[config.mk]
export PLATFORM = sky130hd
export DESIGN_NAME = reversible_alu_pipe
export DESIGN_NICKNAME = d
export VERILOG_FILES = /design/src/rtl/alu_pkg.sv /design/src/rtl/reversible_alu_core.sv /design/src/rtl/reversible_alu_pipe.sv
export SDC_FILE = /design/constraint.sdc
export NUM_CORES = 1
export LEC_CHECK = 0
export ABC_AREA = 1
export CAP_MARGIN = 25
export CORE_UTILIZATION = 45
export CTS_BUF_LIST = sky130_fd_sc_hd__clkbuf_8
export CTS_CLUSTER_DIAMETER = 100
export DETAILED_ROUTE_END_ITERATION = 16
export PLACE_DENSITY_LB_ADDON = 0.25
export SLEW_MARGIN = 20
export SYNTH_ARGS = -nofsm -noshare
export SYNTH_HDL_FRONTEND = slang
export SYNTH_SLANG_ARGS = --single-unit
[constraint.sdc]
create_clock -name clk -period 5.8 [get_ports clk]
set_clock_uncertainty 0.15 [all_clocks]
set_input_delay 0.58 -clock clk [delete_from_list [all_inputs] [get_ports clk]]
set_output_delay 0.58 -clock clk [all_outputs]
set_load 0.005 [all_outputs]
[src/rtl/alu_pkg.sv]
// Opcode and mode encodings shared by the reversible ALU core and its pipeline wrapper.
package alu_pkg;

    typedef logic [3:0] opcode_t;

    localparam logic MODE_ARITH = 1'b0;
    localparam logic MODE_LOGIC = 1'b1;

    localparam opcode_t OP_ADD  = 4'd0;
    localparam opcode_t OP_SUB  = 4'd1;
    localparam opcode_t OP_INC  = 4'd2;
    localparam opcode_t OP_DEC  = 4'd3;
    localparam opcode_t OP_NEG  = 4'd4;
    localparam opcode_t OP_ADDC = 4'd5;

    localparam opcode_t OP_AND  = 4'd0;
    localparam opcode_t OP_OR   = 4'd1;
    localparam opcode_t OP_XOR  = 4'd2;
    localparam opcode_t OP_XNOR = 4'd3;
    localparam opcode_t OP_NOT  = 4'd4;
    localparam opcode_t OP_NAND = 4'd5;
    localparam opcode_t OP_NOR  = 4'd6;
    localparam opcode_t OP_PASSB = 4'd7;
    localparam opcode_t OP_SHL  = 4'd8;
    localparam opcode_t OP_SHR  = 4'd9;
    localparam opcode_t OP_ROL  = 4'd10;
    localparam opcode_t OP_ROR  = 4'd11;

endpackage

[src/rtl/reversible_alu_core.sv]
// Combinational WIDTH-generic ALU datapath; G keeps A for the invertible ops so (F, G) recovers (A, B).
module reversible_alu_core
    import alu_pkg::*;
#(
    parameter int WIDTH = 32
) (
    input  logic [WIDTH-1:0] A,
    input  logic [WIDTH-1:0] B,
    input  logic [3:0]       S,
    input  logic             MODE,
    input  logic             cin,
    output logic [WIDTH-1:0] F,
    output logic [WIDTH-1:0] G,
    output logic             carry_out,
    output logic             ovf,
    output logic             err,
    output logic             eq
);

    logic [WIDTH-1:0] add_x;
    logic [WIDTH-1:0] add_y;
    logic             add_c;
    logic [WIDTH:0]   sum;

    // Every arithmetic op is one adder with remapped operands, so overflow is a single sign test.
    always_comb begin
        add_x = A;
        add_y = B;
        add_c = 1'b0;
        case (S)
            OP_SUB:  begin add_y = ~B; add_c = 1'b1; end
            OP_INC:  begin add_y = '0; add_c = 1'b1; end
            OP_DEC:  add_y = '1;
            OP_NEG:  begin add_x = ~A; add_y = '0; add_c = 1'b1; end
            OP_ADDC: add_c = cin;
            default: ;
        endcase
    end

    assign sum = {1'b0, add_x} + {1'b0, add_y} + {{WIDTH{1'b0}}, add_c};
    assign eq  = (A == B);

    always_comb begin
        F         = '0;
        G         = '0;
        carry_out = 1'b0;
        ovf       = 1'b0;
        err       = 1'b0;
        if (MODE == MODE_ARITH) begin
            if (S <= OP_ADDC) begin
                F         = sum[WIDTH-1:0];
                carry_out = sum[WIDTH];
                ovf       = (add_x[WIDTH-1] == add_y[WIDTH-1]) && (sum[WIDTH-1] != add_x[WIDTH-1]);
                if (S == OP_ADD || S == OP_SUB || S == OP_ADDC) G = A;
            end else begin
                F   = A;
                err = 1'b1;
            end
        end else begin
            case (S)
                OP_AND:   F = A & B;
                OP_OR:    F = A | B;
                OP_XOR:   begin F = A ^ B; G = A; end
                OP_XNOR:  F = ~(A ^ B);
                OP_NOT:   F = ~A;
                OP_NAND:  F = ~(A & B);
                OP_NOR:   F = ~(A | B);
                OP_PASSB: F = B;
                OP_SHL:   begin F = {A[WIDTH-2:0], 1'b0}; carry_out = A[WIDTH-1]; end
                OP_SHR:   begin F = {1'b0, A[WIDTH-1:1]}; carry_out = A[0]; end
                OP_ROL:   F = {A[WIDTH-2:0], A[WIDTH-1]};
                OP_ROR:   F = {A[0], A[WIDTH-1:1]};
                default:  err = 1'b1;
            endcase
        end
    end

endmodule

[src/rtl/reversible_alu_pipe.sv]
// Two-stage valid/ready wrapper around reversible_alu_core with a sticky carry for multi-word ADDC chains.
module reversible_alu_pipe
    import alu_pkg::*;
#(
    parameter int WIDTH = 32
) (
    input  logic             clk,
    input  logic             rst,
    input  logic             in_valid,
    output logic             in_ready,
    input  logic [WIDTH-1:0] A,
    input  logic [WIDTH-1:0] B,
    input  logic [3:0]       S,
    input  logic             MODE,
    input  logic             carry_clr,
    output logic             out_valid,
    input  logic             out_ready,
    output logic [WIDTH-1:0] F,
    output logic [WIDTH-1:0] G,
    output logic             carry_out,
    output logic             zero_flag,
    output logic             eq_flag,
    output logic             ovf_flag,
    output logic             err
);

    typedef struct packed {
        logic [WIDTH-1:0] f;
        logic [WIDTH-1:0] g;
        logic             carry;
        logic             zero;
        logic             eq;
        logic             ovf;
        logic             err;
    } beat_t;

    logic [WIDTH-1:0] core_f;
    logic [WIDTH-1:0] core_g;
    logic             core_c;
    logic             core_ovf;
    logic             core_err;
    logic             core_eq;
    logic             cin;
    logic             advance;
    logic             accept;

    beat_t core_beat;
    beat_t s1_d, s1_q, out_d, out_q;
    logic  s1_valid_d, s1_valid_q;
    logic  out_valid_d, out_valid_q;
    logic  carry_d, carry_q;

    assign advance = !out_valid_q || out_ready;
    assign accept  = in_valid && advance;
    assign cin     = carry_clr ? 1'b0 : carry_q;

    reversible_alu_core #(.WIDTH(WIDTH)) u_core (
        .A         (A),
        .B         (B),
        .S         (S),
        .MODE      (MODE),
        .cin       (cin),
        .F         (core_f),
        .G         (core_g),
        .carry_out (core_c),
        .ovf       (core_ovf),
        .err       (core_err),
        .eq        (core_eq)
    );

    assign core_beat = '{f: core_f, g: core_g, carry: core_c, zero: (core_f == '0),
                         eq: core_eq, ovf: core_ovf, err: core_err};

    always_comb begin
        s1_d        = s1_q;
        s1_valid_d  = s1_valid_q;
        out_d       = out_q;
        out_valid_d = out_valid_q;
        carry_d     = carry_q;
        if (advance) begin
            s1_valid_d  = in_valid;
            out_valid_d = s1_valid_q;
            if (in_valid)   s1_d  = core_beat;
            if (s1_valid_q) out_d = s1_q;
        end
        // Carry updates at acceptance, so a back-to-back ADDC already sees it through cin.
        if (accept) begin
            if (MODE == MODE_ARITH && !core_err) carry_d = core_c;
            else if (carry_clr)                  carry_d = 1'b0;
        end
    end

    always_ff @(posedge clk) begin
        if (rst) begin
            s1_q        <= '0;
            s1_valid_q  <= 1'b0;
            out_q       <= '0;
            out_valid_q <= 1'b0;
            carry_q     <= 1'b0;
        end else begin
            s1_q        <= s1_d;
            s1_valid_q  <= s1_valid_d;
            out_q       <= out_d;
            out_valid_q <= out_valid_d;
            carry_q     <= carry_d;
        end
    end

    assign in_ready  = advance;
    assign out_valid = out_valid_q;
    assign F         = out_q.f;
    assign G         = out_q.g;
    assign carry_out = out_q.carry;
    assign zero_flag = out_q.zero;
    assign eq_flag   = out_q.eq;
    assign ovf_flag  = out_q.ovf;
    assign err       = out_q.err;

endmodule

# --- Word level (Yosys, flattened, before mapping) ---
# Cells that the tools add are included.
op_classes:
  add_sub_neg: 2
  magnitude_cmp: 1
  eq_ne: 14
  n_mux: 20
  bitwise: 9
  reduce_logical: 15
op_table:
  columns: ["operator", "count"]
  rows:
  - ["case mux 32 bit (12 select lines)", 1]
  - ["two-way mux 32 bit", 7]
  - ["inverter 32 bit", 5]
  - ["case mux 32 bit (3 select lines)", 1]
  - ["adder 32 x 32 -> 33 bit", 1]
  - ["adder 33 x 1 -> 33 bit", 1]
  - ["bitwise AND 32 bit", 1]
  - ["== test 32 bit", 1]
  - ["zero test 32 bit", 1]
  - ["OR 32 bit", 1]
  - ["XOR 32 bit", 1]
  - ["== test 4 x 3 -> 1 bit (second input constant)", 4]
  - ["== test 4 bit (second input constant)", 4]
  - ["OR reduction 12 bit", 1]
  - ["two-way mux 1 bit", 9]
  - ["== test 4 x 2 -> 1 bit (second input constant)", 2]
  - ["== test 4 x 1 -> 1 bit (second input constant)", 1]
  - ["<= comparator 4 x 3 -> 1 bit (second input constant)", 1]
  - ["zero test 4 bit", 1]
  - ["case mux 1 bit (2 select lines)", 2]
  - ["AND reduction 2 bit", 2]
  - ["logical AND 1 bit", 3]
  - ["logical OR 1 bit", 3]
  - ["OR reduction 3 bit", 1]
  - ["other kinds (5)", 6]
totals:
  register_bits: 141
  input_bits: 74
  elab_cells: 78

# --- Logic depth before layout (Yosys ltp) ---
logic_depth:
  word_depth: 9
  ltp_mapped: 28
  depth_no_buf: 25

# --- Cells and area by module ---
# From an unflattened synthesis, not the netlist that was laid out.
unflattened:
  cells_unflattened: 2071
  area_unflattened_um2: 12338.1
modules_own_cells:
  columns: ["module", "n_inst", "cells_each", "area_per_inst_um2", "seq_area_each_um2"]
  rows:
  - ["reversible_alu_core", 1, 1430, 7289.5, 0.0]
  - ["reversible_alu_pipe", 1, 641, 5048.6, 2822.7]

# --- Worst setup path after synthesis ---
# No wires, ideal clock.
synth_timing:
  path_type: "input to register"
  startpoint: "input port S[3]"
  endpoint: "register s1_q[3] (netlist bit)"
  setup_ns: 0.071
  t_arrival_ns: 4.716
  setup_slack_ns: 0.863
  path_stages: 25
  path_cell_list: "buf_4 -> inv_1 -> nand2_1 -> nor2_1 -> nor3_1 -> inv_1 -> clkbuf_1 -> a31oi_1 -> fa_1 -> inv_1 -> fa_1 -> nand2_1 -> nand3_1 -> nand3_1 -> nand2_1 -> nand2_1 -> nand2_1 -> nand3b_1 -> a21oi_1 -> nor2_1 -> nor2_1 -> nand2_1 -> nor2_1 -> nand3_1 -> a21oi_1"
synth_via:
  elab_chain_cells: 8
  elab_cells_between_ends: 24
  classes_between: "add/sub (2); order compare (1); eq/ne (11); mux (6); reduce/logical (4)"
synth_rtl:
  columns: ["element", "line_no", "rtl"]
  rows:
  - ["start: declaration", "reversible_alu_pipe.sv:13", "input logic [3:0] S,"]
  - ["== test 4 x 2 -> 1 bit or == test 4 x 3 -> 1 bit (tied branches)", "reversible_alu_core.sv:30, reversible_alu_core.sv:60", null]
  - ["OR reduction 2 bit (no source line)", null, null]
  - ["case mux 32 bit (3 select lines)", "reversible_alu_core.sv:30", "case (S)"]
  - ["adder 32 x 32 -> 33 bit", "reversible_alu_core.sv:40", "assign sum = {1'b0, add_x} + {1'b0, add_y} + {{WIDTH{1'b0}}, add_c};"]
  - ["adder 33 x 1 -> 33 bit", "reversible_alu_core.sv:40", null]
  - ["two-way mux 32 bit", "reversible_alu_core.sv:50", "if (S <= OP_ADDC) begin"]
  - ["two-way mux 32 bit (*)", "reversible_alu_core.sv:49", "if (MODE == MODE_ARITH) begin"]
  - ["zero test 32 bit (*)", "reversible_alu_pipe.sv:71", "assign core_beat = '{f: core_f, g: core_g, carry: core_c, zero: (core_f == '0),"]
  - ["end signal: assignment", "reversible_alu_pipe.sv:95", "s1_q <= '0;"]
  - ["end signal: assignment", "reversible_alu_pipe.sv:101", "s1_q <= s1_d;"]
  - ["end: declaration", "reversible_alu_pipe.sv:48", "beat_t s1_d, s1_q, out_d, out_q;"]
# Every way passes the cells marked *; elsewhere a longest branch is shown, timed or not.
# A chain may end at the register's enable or synchronous reset.

# --- Final worst setup path ---
layout_timing:
  startpoint: "input port S[0]"
  endpoint: "register s1_q[3] (netlist bit)"
# Same word-level chain as after synthesis.

==> flow_results.xml <==
<?xml version="1.0" encoding="UTF-8"?>
<metrics>
  <group name="clock_tree">
    <metric name="h-tree-depth" unit="">4</metric>
    <metric name="cts_clock_pin_slew_for_the_worst_setup_and_hold_paths" unit="ns">0.08</metric>
    <metric name="number_of_buffers_inserted_to_repair_setup_after_cts" unit="">0</metric>
    <metric name="clock_tree.root_cell" unit="">sky130_fd_sc_hd__clkbuf_8</metric>
    <metric name="cts.path.max_buffers" unit="">2</metric>
    <metric name="worstSkewPairLatency" unit="ns">0.43</metric>
    <metric name="cts-buffers-inserted" unit="">17</metric>
    <metric name="numClockSinks" unit="">141</metric>
    <metric name="cts.repair.resized" unit="">0</metric>
    <metric name="tritoncts" unit="">built</metric>
    <metric name="number_of_buffers_added_to_fix_hold_violations_after_cts" unit="">0</metric>
  </group>
  <group name="placed_design">
    <metric name="port-buffer-count" unit="">144</metric>
    <metric name="dp.final_hpwl" unit="um">38000</metric>
    <metric name="gp_routability_congestion" unit="">0.989</metric>
    <metric name="cell_total_after_placement" unit="">2520</metric>
  </group>
  <group name="die">
    <metric name="top_level_i_o_count" unit="">145</metric>
    <metric name="fp.dieArea" unit="um^2">28200</metric>
    <metric name="design.core.area" unit="um^2">27000</metric>
    <metric name="floorplan.initialDensity" unit="">0.460</metric>
    <metric name="placementRows" unit="">60</metric>
    <metric name="chipHeight" unit="um">168</metric>
    <metric name="die_x" unit="um">168</metric>
  </group>
  <group name="sta">
    <metric name="rsz0062_at_grt" unit="">false</metric>
    <metric name="setup_tns" unit="ns">0</metric>
    <metric name="relSlewSlack" unit="">0.293</metric>
    <metric name="finalSetupViolCount" unit="">0</metric>
    <metric name="report.final.slew_viol_count" unit="">0</metric>
    <metric name="hold_violation_count_in_the_final_report" unit="">0</metric>
    <metric name="fmax" unit="GHz">0.205</metric>
    <metric name="tightest_slew" unit="ns">1.06</metric>
    <metric name="timing.final.crit_share" unit="">0.842</metric>
    <metric name="min_period" unit="ns">4.88</metric>
  </group>
  <group name="pwr">
    <metric name="ir_worst_vdd" unit="mV">0.113</metric>
    <metric name="pwr-share-seq" unit="">0.365</metric>
    <metric name="internal" unit="W">0.00182</metric>
    <metric name="switching_share" unit="">0.387</metric>
    <metric name="clkPwrFrac" unit="">0.261</metric>
    <metric name="power.density" unit="nW/um^2">204</metric>
    <metric name="total_leakage_power" unit="nW">7.69</metric>
    <metric name="power.switching" unit="W">0.00115</metric>
    <metric name="combPwrFrac" unit="">0.373</metric>
  </group>
  <group name="layout">
    <metric name="commonest_non_fill_non_tap_cells_in_the_layout" unit="">480 x sky130_fd_sc_hd__nand2_1, 342 x sky130_fd_sc_hd__nor2_1, 328 x sky130_fd_sc_hd__inv_1</metric>
    <metric name="synthToLayoutAreaGrowth" unit="%">17.4</metric>
    <metric name="layout_cells_sized_above_1" unit="">0.0330</metric>
    <metric name="mostFrequentLayoutCell" unit="">sky130_fd_sc_hd__nand2_1</metric>
    <metric name="max_ffs_per_register" unit="">69</metric>
    <metric name="finalNonFillerCells" unit="">2553</metric>
    <metric name="largest_register" unit="">s1_q</metric>
    <metric name="finish.net_count" unit="">2401</metric>
  </group>
  <group name="logic_synthesis">
    <metric name="number_of_flops_mapped_to_enable_cells_by_yosys" unit="">0</metric>
    <metric name="syn_nets" unit="">2303</metric>
    <metric name="count_of_mapped_cells_out_of_synthesis" unit="">2100</metric>
    <metric name="synth.avg_cell_area" unit="um^2">5.90</metric>
    <metric name="post_synth_simple_gate_area" unit="">0.323</metric>
    <metric name="postSynthRegisterBits" unit="">141</metric>
    <metric name="synth_area_in_xor_xnor" unit="">0</metric>
    <metric name="synth.lib_cells_used.distinct" unit="">34</metric>
    <metric name="yosys.area_share.adder" unit="">0.131</metric>
    <metric name="ys_dominant_reg_cell" unit="">sky130_fd_sc_hd__dfxtp_1</metric>
    <metric name="proportion_of_register_bits_with_asynchronous_set_or_reset_after_synthesis" unit="">0</metric>
    <metric name="ys.warnings.count" unit="">0</metric>
    <metric name="synthMuxAreaShare" unit="">0</metric>
    <metric name="synth_top_family_by_area" unit="">simple AND/OR/NAND/NOR gates</metric>
    <metric name="area_of_the_mapped_netlist" unit="um^2">12400</metric>
    <metric name="synth_sequential_area_ratio" unit="">0.228</metric>
    <metric name="complex_gate_fraction_of_the_synthesized_area" unit="">0.187</metric>
  </group>
  <group name="setup_path">
    <metric name="worst_r2r_startpoint" unit="">carry_q</metric>
    <metric name="setup.reg_to_reg.worst_slack" unit="ns">2.50</metric>
    <metric name="timing.setup.critical_path_class" unit="">primary input to flip-flop</metric>
    <metric name="critical_path.top_delay_family" unit="">simple AND/OR/NAND/NOR gates</metric>
    <metric name="cp_data_required_time" unit="ns">6.02</metric>
    <metric name="worstPathCellList" unit="">clkdlybuf4s50_1, inv_2, nand2_1, nor2_1, nor3_1, inv_1, a31oi_1, fa_1, inv_1, fa_1, nand2_1, nand3_1, nand3_1, nand2_1, nand2_1, nand4_1, nand3_1, nand2_1, nor2_1, nand3_1, nor2_1, nand3_1, a21oi_1</metric>
    <metric name="register_to_register_path_depth" unit="">18</metric>
    <metric name="critical-path-max-stage-delay" unit="ns">0.71</metric>
    <metric name="end_kind" unit="">flip-flop</metric>
    <metric name="crit_fanout" unit="">16</metric>
    <metric name="timing.critical_path.from_type" unit="">primary input</metric>
    <metric name="reg2reg_to" unit="">s1_q[3]</metric>
    <metric name="critPathSlowestCell" unit="">sky130_fd_sc_hd__clkdlybuf4s50_1</metric>
    <metric name="buf_inv_stages_crit_path" unit="">4</metric>
    <metric name="worst_path_arrival" unit="ns">5.10</metric>
  </group>
  <group name="route">
    <metric name="viasPerCell" unit="">5.54</metric>
    <metric name="routed-via-count" unit="">14149</metric>
    <metric name="drt_wl_total" unit="um">49900</metric>
    <metric name="drtAntennaViolNets" unit="">0</metric>
    <metric name="number_of_drc_violations_after_detailed_routing_iteration_0" unit="">1444</metric>
    <metric name="post_drt_wl_per_cell" unit="um">19.5</metric>
    <metric name="drt-pass1-iter-count" unit="">6</metric>
    <metric name="drcViolationCount" unit="">0</metric>
  </group>
  <group name="min_path">
    <metric name="hold_class" unit="">flip-flop to flip-flop</metric>
    <metric name="worstHoldEndpoint" unit="">s1_q[1]</metric>
    <metric name="hp_start" unit="">s1_q[1]</metric>
    <metric name="timing.hold.worst_path_depth" unit="">2</metric>
  </group>
  <group name="global_routing">
    <metric name="grt_first_pass_wirelength" unit="um">75900</metric>
    <metric name="grt_start_max_net_pins" unit="">70</metric>
    <metric name="gr-max-usage-layer" unit="">met2</metric>
    <metric name="first_global_vias" unit="">12933</metric>
    <metric name="grtUsageTotal" unit="">0.351</metric>
    <metric name="overflow" unit="">0</metric>
    <metric name="use_met3" unit="">0.0618</metric>
    <metric name="antenna_found_initial" unit="">1</metric>
    <metric name="gr-usage-met1" unit="">0.509</metric>
    <metric name="globalRouteMet2Util" unit="">0.518</metric>
  </group>
  <group name="flow_run">
    <metric name="drv.max_cap_violation_count" unit="">0</metric>
  </group>
  <group name="run_status">
    <metric name="run_status" unit="">finished clean</metric>
  </group>
</metrics>
==> worst min-delay path, stage by stage, from the launching register on <==
cell                      delay (ns)
sky130_fd_sc_hd__dfxtp_1        0.32
sky130_fd_sc_hd__nand2_1        0.06
sky130_fd_sc_hd__a21oi_1        0.05
==> cells by family after synthesis <==
kind of cell / count (synthesis)
AOI/OAI and AO/OA: 416
adders and majority gates: 129
buffers and inverters: 423
DFF: 141
and+or+nand+nor: 991
==> Yosys cell counts, types with 3 or more instances <==
master,n,share of area
sky130_fd_sc_hd__a22oi_1,14,0.0085
sky130_fd_sc_hd__clkbuf_1,67,0.020
sky130_fd_sc_hd__nand4_1,14,0.0071
sky130_fd_sc_hd__buf_1,5,0.0015
sky130_fd_sc_hd__nand3b_1,16,0.0097
sky130_fd_sc_hd__o21ai_1,7,0.0028
sky130_fd_sc_hd__inv_2,3,0.00091
sky130_fd_sc_hd__dfxtp_1,141,0.23
sky130_fd_sc_hd__nor3_1,19,0.0077
sky130_fd_sc_hd__a31oi_1,5,0.0025
sky130_fd_sc_hd__nor2_1,347,0.11
sky130_fd_sc_hd__a21oi_1,86,0.035
sky130_fd_sc_hd__nand2_1,480,0.15
sky130_fd_sc_hd__nand3_1,102,0.041
sky130_fd_sc_hd__a21o_1,4,0.0024
sky130_fd_sc_hd__buf_4,3,0.0018
sky130_fd_sc_hd__nor4_1,5,0.0025
sky130_fd_sc_hd__inv_1,329,0.10
sky130_fd_sc_hd__o22ai_1,10,0.0050
sky130_fd_sc_hd__o21bai_1,20,0.012
sky130_fd_sc_hd__ha_1,127,0.13
sky130_fd_sc_hd__buf_2,13,0.0053
sky130_fd_sc_hd__o211ai_1,45,0.027
sky130_fd_sc_hd__o21ai_0,223,0.090
==> layer usage <==
metal  wire, um  vias up
met5          0        -
met4       1390        0
met3       4610       79
met2      20600      679
met1      23200     6477
li1           -     6914
==> worst max-delay path by stage <==
stage | startpoint | endpoint | slack [ns] | cells past startpoint
floorplan | S[3] | s1_q[3] | 0.86 | 25
global placement | S[3] | s1_q[3] | 0.66 | 23
detailed placement | S[0] | s1_q[3] | 0.58 | 23
CTS | S[0] | s1_q[3] | 1.02 | 23
global route | S[0] | s1_q[3] | 0.54 | 23
finish | S[0] | s1_q[3] | 0.92 | 23
==> metrics by stage <==
step / setup WS [ns] / utilization / hold WS [ns] / total power, W / instance area (um^2)
floorplan: 0.863 / - / 0.289 / 0.00175 / 12400
global placement: 0.661 / 0.523 / 0.299 / 0.00217 / 14100
detailed placement: 0.579 / 0.525 / 0.307 / 0.00218 / 14100
CTS: 1.02 / 0.539 / 0.320 / 0.00295 / 14500
global route: 0.543 / 0.539 / 0.337 / 0.00314 / 14500
finish: 0.916 / 0.540 / 0.322 / 0.00296 / 14500
==> final cells by class <==
type,count,area (um^2)
tap,341,427
timing repair buffer,168,1660
multi-input combinational,1536,7980
clock buffer,17,234
sequential,141,2820
fill,2787,12400
antenna,1,2.50
inverter,334,1250
clock inverter,15,163
==> power by group through the flow <==
stage	combinational, W	sequential (W)	clock (W)
after floorplan	0.000657	0.00109	0
after global placement	0.00107	0.00110	0
after detailed placement	0.00107	0.00110	0
after CTS	0.00108	0.00108	0.000790
after global routing	0.00122	0.00109	0.000830
final	0.00111	0.00108	0.000775
Note: power is estimated with default switching activity, not from simulation.
